## src/rtl/cell_render_pkg.sv

```systemverilog
// Shared encodings for the cell render engine: command codes, FSM states,
// scanner walk modes and default colours.
package cell_render_pkg;

   localparam logic [1:0] CMD_OUTLINE   = 2'd0;
   localparam logic [1:0] CMD_UNOUTLINE = 2'd1;
   localparam logic [1:0] CMD_FILL      = 2'd2;
   localparam logic [1:0] CMD_CLEAR     = 2'd3;

   typedef enum logic [1:0] {
      ST_IDLE,
      ST_SETUP,
      ST_RUN,
      ST_FIN
   } state_t;

   // Which pixels of each cell the scanner visits.
   typedef enum logic [1:0] {
      SCAN_FULL,
      SCAN_BORDER,
      SCAN_INTERIOR
   } scan_mode_t;

   localparam logic [8:0] DEF_GRID_COLOUR   = 9'h000;
   localparam logic [8:0] DEF_BG_COLOUR     = 9'h1FF;
   localparam logic [8:0] DEF_HILITE_COLOUR = 9'b111111000;

endpackage

```

## src/rtl/cell_render_engine_rect_scanner.sv

```systemverilog
// Raster walker over a cell-aligned rectangle, x fastest. Positions the
// selected walk mode never emits are stepped over without spending a cycle.
module rect_scanner
   import cell_render_pkg::*;
#(
   parameter int PX_W     = 9,
   parameter int PY_W     = 8,
   parameter int CELL_DIM = 5,
   localparam int PH_W    = $clog2(CELL_DIM)
) (
   input  logic             iClk,
   input  logic             iResetn,
   input  logic             load,
   input  logic             stall,
   input  scan_mode_t       mode,
   input  logic [PX_W-1:0]  org_x,
   input  logic [PY_W-1:0]  org_y,
   input  logic [PX_W-1:0]  last_x,
   input  logic [PY_W-1:0]  last_y,
   output logic [PX_W-1:0]  x,
   output logic [PY_W-1:0]  y,
   output logic [PH_W-1:0]  phase_x,
   output logic [PH_W-1:0]  phase_y,
   output logic             last
);

   localparam logic [PH_W-1:0] PH_LAST  = PH_W'(CELL_DIM - 1);
   localparam logic [PH_W-1:0] PH_INNER = PH_W'(CELL_DIM - 2);

   scan_mode_t       mode_q;
   logic [PX_W-1:0]  org_x_q;
   logic [PX_W-1:0]  last_x_q;
   logic [PY_W-1:0]  last_y_q;

   logic             interior;
   logic             row_border;
   logic             row_end;
   logic             col_end;
   logic [PX_W-1:0]  x_start;
   logic [PH_W-1:0]  ph_start;
   logic [PX_W-1:0]  x_step;
   logic [PH_W-1:0]  ph_x_step;
   logic [PY_W-1:0]  y_step;
   logic [PH_W-1:0]  ph_y_step;

   always_comb begin
      interior   = (mode_q == SCAN_INTERIOR);
      row_border = (phase_y == '0) || (phase_y == PH_LAST);
      x_start    = org_x_q + PX_W'(interior);
      ph_start   = PH_W'(interior);
      // Interior walks stop one pixel short of the closing gridline.
      row_end    = interior ? (x == last_x_q - PX_W'(1)) : (x == last_x_q);
      col_end    = interior ? (y == last_y_q - PY_W'(1)) : (y == last_y_q);
      last       = row_end && col_end;

      x_step    = x + PX_W'(1);
      ph_x_step = (phase_x == PH_LAST) ? '0 : phase_x + PH_W'(1);
      y_step    = y + PY_W'(1);
      ph_y_step = (phase_y == PH_LAST) ? '0 : phase_y + PH_W'(1);

      case (mode_q)
         SCAN_BORDER: begin
            if (!row_border && (phase_x == '0)) begin
               x_step    = x + PX_W'(CELL_DIM - 1);
               ph_x_step = PH_LAST;
            end
         end
         SCAN_INTERIOR: begin
            if (phase_x == PH_INNER) begin
               x_step    = x + PX_W'(3);
               ph_x_step = PH_W'(1);
            end
            if (phase_y == PH_INNER) begin
               y_step    = y + PY_W'(3);
               ph_y_step = PH_W'(1);
            end
         end
         default: ;
      endcase
   end

   always_ff @(posedge iClk or negedge iResetn) begin
      if (!iResetn) begin
         mode_q   <= SCAN_FULL;
         org_x_q  <= '0;
         last_x_q <= '0;
         last_y_q <= '0;
         x        <= '0;
         y        <= '0;
         phase_x  <= '0;
         phase_y  <= '0;
      end else if (load) begin
         mode_q   <= mode;
         org_x_q  <= org_x;
         last_x_q <= last_x;
         last_y_q <= last_y;
         x        <= org_x + PX_W'(mode == SCAN_INTERIOR);
         y        <= org_y + PY_W'(mode == SCAN_INTERIOR);
         phase_x  <= PH_W'(mode == SCAN_INTERIOR);
         phase_y  <= PH_W'(mode == SCAN_INTERIOR);
      end else if (!stall) begin
         if (row_end) begin
            x       <= x_start;
            phase_x <= ph_start;
            y       <= y_step;
            phase_y <= ph_y_step;
         end else begin
            x       <= x_step;
            phase_x <= ph_x_step;
         end
      end
   end

endmodule

```

## src/rtl/cell_render_engine.sv

```systemverilog
// Cell-level drawing commands in, raster pixel stream with valid/ready out.
//
// state    | meaning
// ---------+--------------------------------------------------------------
// ST_IDLE  | ready for a command; latches it on accept
// ST_SETUP | derive rectangle, walk mode and colour; load the scanner
// ST_RUN   | present one pixel per cycle, holding while the sink stalls
// ST_FIN   | single-cycle done pulse, then back to idle
module cell_render_engine
   import cell_render_pkg::*;
#(
   parameter int SCREEN_WIDTH  = 320,
   parameter int SCREEN_HEIGHT = 240,
   parameter int CELL_DIM      = 5,
   parameter int COLOUR_W      = 9,
   parameter int MAX_BRUSH     = 4,
   parameter logic [COLOUR_W-1:0] GRID_COLOUR   = '0,
   parameter logic [COLOUR_W-1:0] BG_COLOUR     = '1,
   parameter logic [COLOUR_W-1:0] HILITE_COLOUR = COLOUR_W'(DEF_HILITE_COLOUR),
   localparam int GRID_W = SCREEN_WIDTH / CELL_DIM,
   localparam int GRID_H = SCREEN_HEIGHT / CELL_DIM,
   localparam int CX_W   = $clog2(GRID_W),
   localparam int CY_W   = $clog2(GRID_H),
   localparam int PX_W   = $clog2(SCREEN_WIDTH),
   localparam int PY_W   = $clog2(SCREEN_HEIGHT),
   localparam int A_W    = $clog2(SCREEN_WIDTH * SCREEN_HEIGHT),
   localparam int B_W    = (MAX_BRUSH > 1) ? $clog2(MAX_BRUSH) : 1
) (
   input  logic                iClk,
   input  logic                iResetn,
   input  logic                iCmdValid,
   output logic                oCmdReady,
   input  logic [1:0]          iCmd,
   input  logic [CX_W-1:0]     iX_cell,
   input  logic [CY_W-1:0]     iY_cell,
   input  logic [COLOUR_W-1:0] iColour,
   input  logic [B_W-1:0]      iBrush,
   output logic [PX_W-1:0]     oX_pixel,
   output logic [PY_W-1:0]     oY_pixel,
   output logic [COLOUR_W-1:0] oColour,
   output logic [A_W-1:0]      oAddress,
   output logic                oPlot,
   output logic                oWren,
   input  logic                iPixReady,
   output logic                oBusy,
   output logic                oDone
);

   localparam int PH_W = $clog2(CELL_DIM);
   localparam logic [PH_W-1:0] PH_LAST = PH_W'(CELL_DIM - 1);

   state_t                state;
   logic [1:0]            cmd_q;
   logic [CX_W-1:0]       cx_q;
   logic [CY_W-1:0]       cy_q;
   logic [COLOUR_W-1:0]   colour_q;
   logic [B_W-1:0]        brush_q;
   logic [COLOUR_W-1:0]   pix_colour_q;
   logic                  clear_q;

   int                    cx_i;
   int                    cy_i;
   int                    ex_i;
   int                    ey_i;
   logic                  reject;
   scan_mode_t            setup_mode;
   logic [PX_W-1:0]       setup_org_x;
   logic [PY_W-1:0]       setup_org_y;
   logic [PX_W-1:0]       setup_last_x;
   logic [PY_W-1:0]       setup_last_y;
   logic [COLOUR_W-1:0]   setup_colour;
   logic                  setup_wren;

   logic                  scan_load;
   logic                  scan_stall;
   logic                  scan_last;
   logic [PH_W-1:0]       phase_x;
   logic [PH_W-1:0]       phase_y;
   logic                  on_grid;

   always_comb begin
      cx_i = 32'(cx_q);
      cy_i = 32'(cy_q);
      ex_i = cx_i + 32'(brush_q);
      ey_i = cy_i + 32'(brush_q);
      if (ex_i > GRID_W - 1) ex_i = GRID_W - 1;
      if (ey_i > GRID_H - 1) ey_i = GRID_H - 1;

      reject       = ((cx_i >= GRID_W) || (cy_i >= GRID_H)) && (cmd_q != CMD_CLEAR);
      setup_mode   = SCAN_BORDER;
      setup_org_x  = PX_W'(cx_i * CELL_DIM);
      setup_org_y  = PY_W'(cy_i * CELL_DIM);
      setup_last_x = PX_W'(cx_i * CELL_DIM + CELL_DIM - 1);
      setup_last_y = PY_W'(cy_i * CELL_DIM + CELL_DIM - 1);
      setup_colour = (colour_q == '0) ? HILITE_COLOUR : colour_q;
      setup_wren   = 1'b0;

      case (cmd_q)
         CMD_UNOUTLINE: setup_colour = GRID_COLOUR;
         CMD_FILL: begin
            setup_mode   = SCAN_INTERIOR;
            setup_last_x = PX_W'((ex_i + 1) * CELL_DIM - 1);
            setup_last_y = PY_W'((ey_i + 1) * CELL_DIM - 1);
            setup_colour = colour_q;
            setup_wren   = 1'b1;
         end
         CMD_CLEAR: begin
            setup_mode   = SCAN_FULL;
            setup_org_x  = '0;
            setup_org_y  = '0;
            setup_last_x = PX_W'(SCREEN_WIDTH - 1);
            setup_last_y = PY_W'(SCREEN_HEIGHT - 1);
            setup_colour = BG_COLOUR;
            setup_wren   = 1'b1;
         end
         default: ;
      endcase
   end

   // The scanner only moves on an accepted pixel, and parks on the last one.
   assign scan_load  = (state == ST_SETUP) && !reject;
   assign scan_stall = !((state == ST_RUN) && iPixReady && !scan_last);

   rect_scanner #(
      .PX_W     (PX_W),
      .PY_W     (PY_W),
      .CELL_DIM (CELL_DIM)
   ) u_scanner (
      .iClk    (iClk),
      .iResetn (iResetn),
      .load    (scan_load),
      .stall   (scan_stall),
      .mode    (setup_mode),
      .org_x   (setup_org_x),
      .org_y   (setup_org_y),
      .last_x  (setup_last_x),
      .last_y  (setup_last_y),
      .x       (oX_pixel),
      .y       (oY_pixel),
      .phase_x (phase_x),
      .phase_y (phase_y),
      .last    (scan_last)
   );

   assign on_grid  = (phase_x == '0) || (phase_x == PH_LAST) ||
                     (phase_y == '0) || (phase_y == PH_LAST);
   assign oColour  = clear_q ? (on_grid ? GRID_COLOUR : BG_COLOUR) : pix_colour_q;
   assign oAddress = A_W'(oY_pixel) * A_W'(SCREEN_WIDTH) + A_W'(oX_pixel);

   always_ff @(posedge iClk or negedge iResetn) begin
      if (!iResetn) begin
         state        <= ST_IDLE;
         oCmdReady    <= 1'b1;
         oBusy        <= 1'b0;
         oDone        <= 1'b0;
         oPlot        <= 1'b0;
         oWren        <= 1'b0;
         cmd_q        <= '0;
         cx_q         <= '0;
         cy_q         <= '0;
         colour_q     <= '0;
         brush_q      <= '0;
         pix_colour_q <= '0;
         clear_q      <= 1'b0;
      end else begin
         case (state)
            ST_IDLE: begin
               if (iCmdValid) begin
                  cmd_q     <= iCmd;
                  cx_q      <= iX_cell;
                  cy_q      <= iY_cell;
                  colour_q  <= iColour;
                  brush_q   <= iBrush;
                  oCmdReady <= 1'b0;
                  oBusy     <= 1'b1;
                  state     <= ST_SETUP;
               end
            end
            ST_SETUP: begin
               if (reject) begin
                  oDone <= 1'b1;
                  oBusy <= 1'b0;
                  state <= ST_FIN;
               end else begin
                  oPlot        <= 1'b1;
                  oWren        <= setup_wren;
                  pix_colour_q <= setup_colour;
                  clear_q      <= (cmd_q == CMD_CLEAR);
                  state        <= ST_RUN;
               end
            end
            ST_RUN: begin
               if (iPixReady && scan_last) begin
                  oPlot <= 1'b0;
                  oWren <= 1'b0;
                  oDone <= 1'b1;
                  oBusy <= 1'b0;
                  state <= ST_FIN;
               end
            end
            ST_FIN: begin
               oDone     <= 1'b0;
               oCmdReady <= 1'b1;
               state     <= ST_IDLE;
            end
            default: state <= ST_IDLE;
         endcase
      end
   end

endmodule
```

## config.mk

```make
export PLATFORM = sky130hd
export DESIGN_NAME = cell_render_engine
export DESIGN_NICKNAME = d
export VERILOG_FILES = /design/src/rtl/cell_render_pkg.sv /design/src/rtl/cell_render_engine_rect_scanner.sv /design/src/rtl/cell_render_engine.sv
export SDC_FILE = /design/constraint.sdc
export NUM_CORES = 1
export LEC_CHECK = 0
export CORE_MARGIN = 4
export CORE_UTILIZATION = 53
export DETAILED_ROUTE_END_ITERATION = 10
export PLACE_DENSITY = 0.74
export SYNTH_ARGS = -nofsm -noshare
export SYNTH_HDL_FRONTEND = slang
export SYNTH_SLANG_ARGS = --single-unit
```

## constraint.sdc

```tcl
create_clock -name iClk -period 5.9 [get_ports iClk]
set_input_delay 1.18 -clock iClk [delete_from_list [all_inputs] [get_ports iClk]]
set_output_delay 1.18 -clock iClk [all_outputs]
set_load 0.1 [all_outputs]
```

==> run metrics, run 1 <==
number of global-route vias before repair 7208; Post-Route Utilization 61.9%; drt first-iter violations 597; latest clock arrival within the worst-skew pair 0.36 ns; die width 137 um; critical path fanouts, max 9; Top delay family on crit path buffers and inverters; routability cong. 0.944; Sequential Area 2330 um^2; Slowest-stage cell, CP clkdlybuf4s50_1; max incr delay on CP 1.15 ns; mapped cell area 8790 um^2; # port buffers 76; Boundary Pins 77; pwr/cell area 250 nW/um^2; Period minus WS final 4.86 ns; Final Hold Viols 0; Clock Skew 0.00773 ns; multi-input logic area 5950 um^2; DRT met1 WL 10300 um; Hold Path Class flop to flop; initial antenna violation count 0; GRT Total Usage 24.1%; crit path kind flop to output pin; CP required 4.72 ns; max layer used met4; Most Frequent Cell on Critical Path ha_1; setup violators final 0; Critical Path Source Type flop; Leakage Power 4.53 nW; Seq cells post-synth 93; unrepaired setup endpoints after global routing false; achievable frequency 0.206 GHz; CP bufs+invs 2; Post-Synthesis Net Count 1134; # clock sinks 93; Async S/R FF share, synth 100%; Max-slew headroom 26.8%; drt wl/cell 16.9 um; Initial Util 54.7%; number of synthesized flops with an enable pin 0; CTS tree done; syn avg cell area 8.73 um^2; Post-CTS Resized 0; sequential fraction of the synthesis area 26.5%; post-route setup TNS 0 ns; Least-Margin Pin Slew 1.10 ns; ANT cells 0; DRC viols 0; die footprint 18700 um^2; WP data arrival 3.68 ns; buffers inserted by post-CTS timing repair 0; run status completed; crit-path cells ha_1 > ha_1 > inv_1 > fa_1 > or3_1 > xnor2_1 > clkdlybuf4s50_1; global route overflow 0; Post-synth top cells 92 x dfrtp_1, 84 x ha_1, 84 x inv_1; routed wl met2 9880 um; fin area 9940 um^2; Mapped Cells 1007; post-route ant nets 0; Vias 7479; Num CTS Buffers 9; pin count of the biggest net entering global routing 62; Setup crit end kind output pin; YS warnings 0; count leader, synth dfrtp_1; CORE AREA 16100 um^2; layout cells sized above 1 7.77%; placed cells 1255; vias per cell 5.88; layout overhead on the synthesized area 13.1%; filler instances 1420; Placed Area 9650 um^2; post-synth top area cell dfrtp_1; first-pass GRT wire length 36300 um; Final Cycle Share 82.5%; fin nets 1177; Synth cell types 93; Hold Buf Count CTS 0; most used flip-flop cell after synthesis dfrtp_1; hpwl dp 16400 um; 1st-pass router iterations 5; post-route non-filler standard cell count 1271; hold_ws 0.498 ns; DRT Wirelength 21500 um; CTS Root Cell clkbuf_16; H-tree Lvls 3; Worst-path clk slew 0.07 ns; dominant cells by area after synthesis dfrtp_1 26%, ha_1 12%, xnor2_1 5.5%; Rows 46; max-cap violations 0; top cell type's share of synthesized area 26.2%; CTS Buffer Depth 2; VDD IR max 396 uV; Die H 137 um; Met3 Wirelength 984 um; max-slew violations 0
-- sequential cells by signal (all words and copies together), names as in the netlist, 2 cells and up --
| register | flops |
|---|---|
| cy_q | 6 |
| u_scanner.x | 9 |
| u_scanner.mode_q | 2 |
| u_scanner.org_x_q | 9 |
| pix_colour_q | 9 |
| u_scanner.phase_y | 3 |
| cmd_q | 2 |
| state | 2 |
| cx_q | 6 |
| colour_q | 9 |
| brush_q | 2 |
| u_scanner.last_x_q | 9 |
| u_scanner.phase_x | 3 |
| u_scanner.last_y_q | 8 |
| u_scanner.y | 8 |
-- metal layers --
layer | vias up | track usage [%]
met4 | 0 | 6.82
li1 | 3690 | -
met3 | 25 | 2.98
met5 | - | 0
met1 | 3560 | 34.2
met2 | 204 | 38.9
-- metrics by stage --
stage,total power [mW],setup slack (ns)
4_1_cts,2.49,1.03
6_report,2.49,1.04
3_3_place_gp,1.90,1.33
2_1_floorplan,1.67,0.449
5_1_grt,2.60,0.723
3_5_place_dp,1.91,1.23
-- worst register-to-register path, stage by stage, from the launching register on --
cell	delay, ns
dfrtp_1	0.42
ha_1	0.26
fa_1	0.51
o41ai_1	0.62
or3_1	0.27
ha_1	0.20
nor3b_1	0.23
xor2_1	0.30
ha_1	0.18
inv_1	0.05
fa_1	0.52
inv_1	0.04
ha_1	0.31
a21oi_1	0.15
xnor3_1	0.24
xnor2_1	0.15
a2bb2oi_1	0.17
-- power breakdown --
part           switching (mW)  total (mW)  internal, mW
Combinational           0.772        1.10         0.331
Sequential              0.123       0.800         0.678
Clock                   0.280       0.584         0.304
Total                    1.17        2.49          1.31
-- layout by cell type (no fill, tap or decap), drive strengths merged, types with 42 or more instances in the layout --
cell / n
dfrtp: 92
inv: 87
ha: 84
nand2: 78
clkdlybuf4s50: 72
o21ai: 59
nor2: 58
xnor2: 55
a21oi: 48
xor2: 42
-- worst paths after layout --
| check | start | to | slack (ns) | cells past startpoint |
|---|---|---|---|---|
| min reg2reg | oPlot | oPlot | 0.50 | 1 |
| min | oPlot | oPlot | 0.50 | 1 |
| max in group asynchronous | iResetn | brush_q[0] | 4.00 | 2 |
| max | u_scanner.y[1] | oAddress[12] | 1.04 | 7 |
| max reg2reg | cy_q[0] | u_scanner.last_y_q[7] | 1.20 | 16 |
| min in group asynchronous | iResetn | u_scanner.phase_x[2] | 0.75 | 1 |
-- cell type report --
type	count	share of cell area (%)
sequential	93	23.4
clock inverter	6	0.529
tap	216	2.72
timing repair buffer	80	7.85
inverter	86	3.25
multi-input combinational	780	59.8
clock buffer	10	2.40
-- logic make-up after synthesis --
| kind of cell | synth area share (%) |
|---|---|
| and+or+nand+nor | 17.3 |
| AOI/OAI and AO/OA | 20.1 |
| buffers and inverters | 6.09 |
| adders and majority gates | 15.1 |
| xor gates and xnor gates | 9.92 |
| DFF | 26.5 |
| muxes | 4.88 |
| other | 0.0855 |
(Power assumes the default switching activity.)
==> run 2, diff against run 1 <==
==> constraint.sdc (replaced) <==
create_clock -name iClk -period 4.5 [get_ports iClk]
set_input_delay 0.9 -clock iClk [delete_from_list [all_inputs] [get_ports iClk]]
set_output_delay 0.9 -clock iClk [all_outputs]
set_load 0.1 [all_outputs]
==> run metrics, run 2 (synthesized netlist as in run 1, its figures left out) <==
run status completed; Setup crit end kind flop; Period minus WS final 4.35 ns; routability cong. 0.931; 1st-pass router iterations 5; # port buffers 76; vias per cell 5.89; Hold Path Class flop to flop; post-route ant nets 0; Boundary Pins 77; placed cells 1270; Post-Route Utilization 63.3%; CTS tree done; achievable frequency 0.230 GHz; die footprint 18700 um^2; # clock sinks 93; pwr/cell area 329 nW/um^2; Max-slew headroom 30.7%; layout cells sized above 1 12.1%; commonest non-fill, non-tap cells in the layout 88 x dfrtp_1, 84 x inv_1, 84 x ha_1, 78 x nand2_1; ANT cells 0; die width 137 um; max-slew violations 0; initial antenna violation count 0; Final Cycle Share 96.8%; CTS Buffer Depth 2; Clock Skew 0.00981 ns; multi-input logic area 6040 um^2; flop2flop setup slack 0.15 ns; DRC viols 0; Final Hold Viols 0; Worst-path clk slew 0.07 ns; unrepaired setup endpoints after global routing true; worst reg-to-reg path cell count 19; commonest non-fill, non-tap cell in the layout dfrtp_1; post-route setup TNS 0 ns; drt first-iter violations 612; max-cap violations 0; R2R Path Start brush_q[0]; Least-Margin Pin Slew 1.04 ns; reg2reg end u_scanner.last_y_q[7]; number of global-route vias before repair 7241; filler instances 1376; Sequential Area 2330 um^2; hold path depth 1; crit path kind flop to flop; Vias 7584; layout overhead on the synthesized area 15.6%; Critical Path Source Type flop; post-route non-filler standard cell count 1287; CP required 4.78 ns; GRT Total Usage 24.4%; Setup crit start brush_q[0]; HP Start oPlot; Initial Util 54.7%; critical path fanouts, max 4; CTS Root Cell clkbuf_16; VDD IR max 479 uV; DRT Wirelength 22100 um; Num CTS Buffers 9; Die H 137 um; latest clock arrival within the worst-skew pair 0.36 ns; fin nets 1193; Leakage Power 4.71 nW; WP data arrival 4.63 ns; hpwl dp 16700 um; setup violators final 0; first-pass GRT wire length 36500 um; WHS Endpoint oPlot; pin count of the biggest net entering global routing 71; drt wl/cell 17.2 um; global route overflow 0; CORE AREA 16100 um^2; Rows 46; H-tree Lvls 3
## run 2: area by class of cell
class	count	area share [%]
repair buffers	96	8.72
clock buffers	10	2.35
inverters	86	3.18
clock inverters	6	0.739
flip-flops and latches	93	23.0
multi-input cells	780	59.4
well taps	216	2.66
## run 2: how the worst max path moves through the flow
stage                             to  depth (start not counted)  slack, ns
6_report       u_scanner.last_y_q[7]                         19       0.15
3_3_place_gp   u_scanner.last_y_q[7]                         16       0.13
2_1_floorplan           oAddress[15]                          9      -0.11
5_1_grt        u_scanner.last_y_q[7]                         17      -0.08
3_5_place_dp   u_scanner.last_y_q[7]                         16      -0.06
4_1_cts        u_scanner.last_y_q[7]                         16       0.06
## run 2: routing by layer
layer  wire, um  vias to the layer above  track usage, %
met2      10100                      263            38.6
met1      10300                     3578            35.1
li1           -                     3712               -
met4        445                        0            7.04
met5          0                        -               0
met3       1230                       31            3.16
## run 2: repair_timing
item / in CTS / in global routing
gates cloned: 0 / 0
pin swaps: 0 / 1
gates resized for setup: 1 / 7
hold buffers: 0 / 0
setup buffers: 0 / 1
setup endpoints to repair: 1 / 4
## run 2: power breakdown
group	switching (mW)	internal, mW
combinational	1.04	0.438
clock	0.378	0.456
sequential	0.137	0.890
## run 2: stage by stage
stage / hold slack [ns] / instance area, um^2 / worst slack (ns) / total power, mW
6_report: 0.508 / 10200 / 0.146 / 3.34
5_1_grt: 0.533 / 10200 / -0.0820 / 3.49
4_1_cts: 0.509 / 10100 / 0.0639 / 3.34
3_5_place_dp: 0.478 / 9790 / -0.0570 / 2.51
3_3_place_gp: 0.478 / 9790 / 0.132 / 2.49
2_1_floorplan: 0.466 / 8840 / -0.106 / 2.19
## run 2: worst max-delay path, cell delays in order, from the launching register on
cell and delay, ns:
dfrtp_1 0.41, ha_1 0.24, fa_2 0.40, nand4_1 0.14, o41ai_4 0.12, or2_2 0.30
a31oi_1 0.20, xor2_1 0.28, inv_1 0.08, ha_1 0.28, inv_1 0.05, fa_1 0.52
inv_1 0.04, ha_1 0.30, inv_1 0.09, o21bai_1 0.08, a21oi_1 0.16, xnor3_1 0.24
xnor2_1 0.15, a2bb2oi_1 0.17
==> run 3, diff against run 2 <==
--- a/config.mk
+++ b/config.mk
@@ -7,6 +7,7 @@
 export LEC_CHECK = 0
 export CORE_MARGIN = 4
 export CORE_UTILIZATION = 53
+export CTS_CLUSTER_SIZE = 16
 export DETAILED_ROUTE_END_ITERATION = 10
 export PLACE_DENSITY = 0.74
 export SYNTH_ARGS = -nofsm -noshare
==> results of run 3 <==
The final DEF is identical to that of run 2; final timing and power are the same.
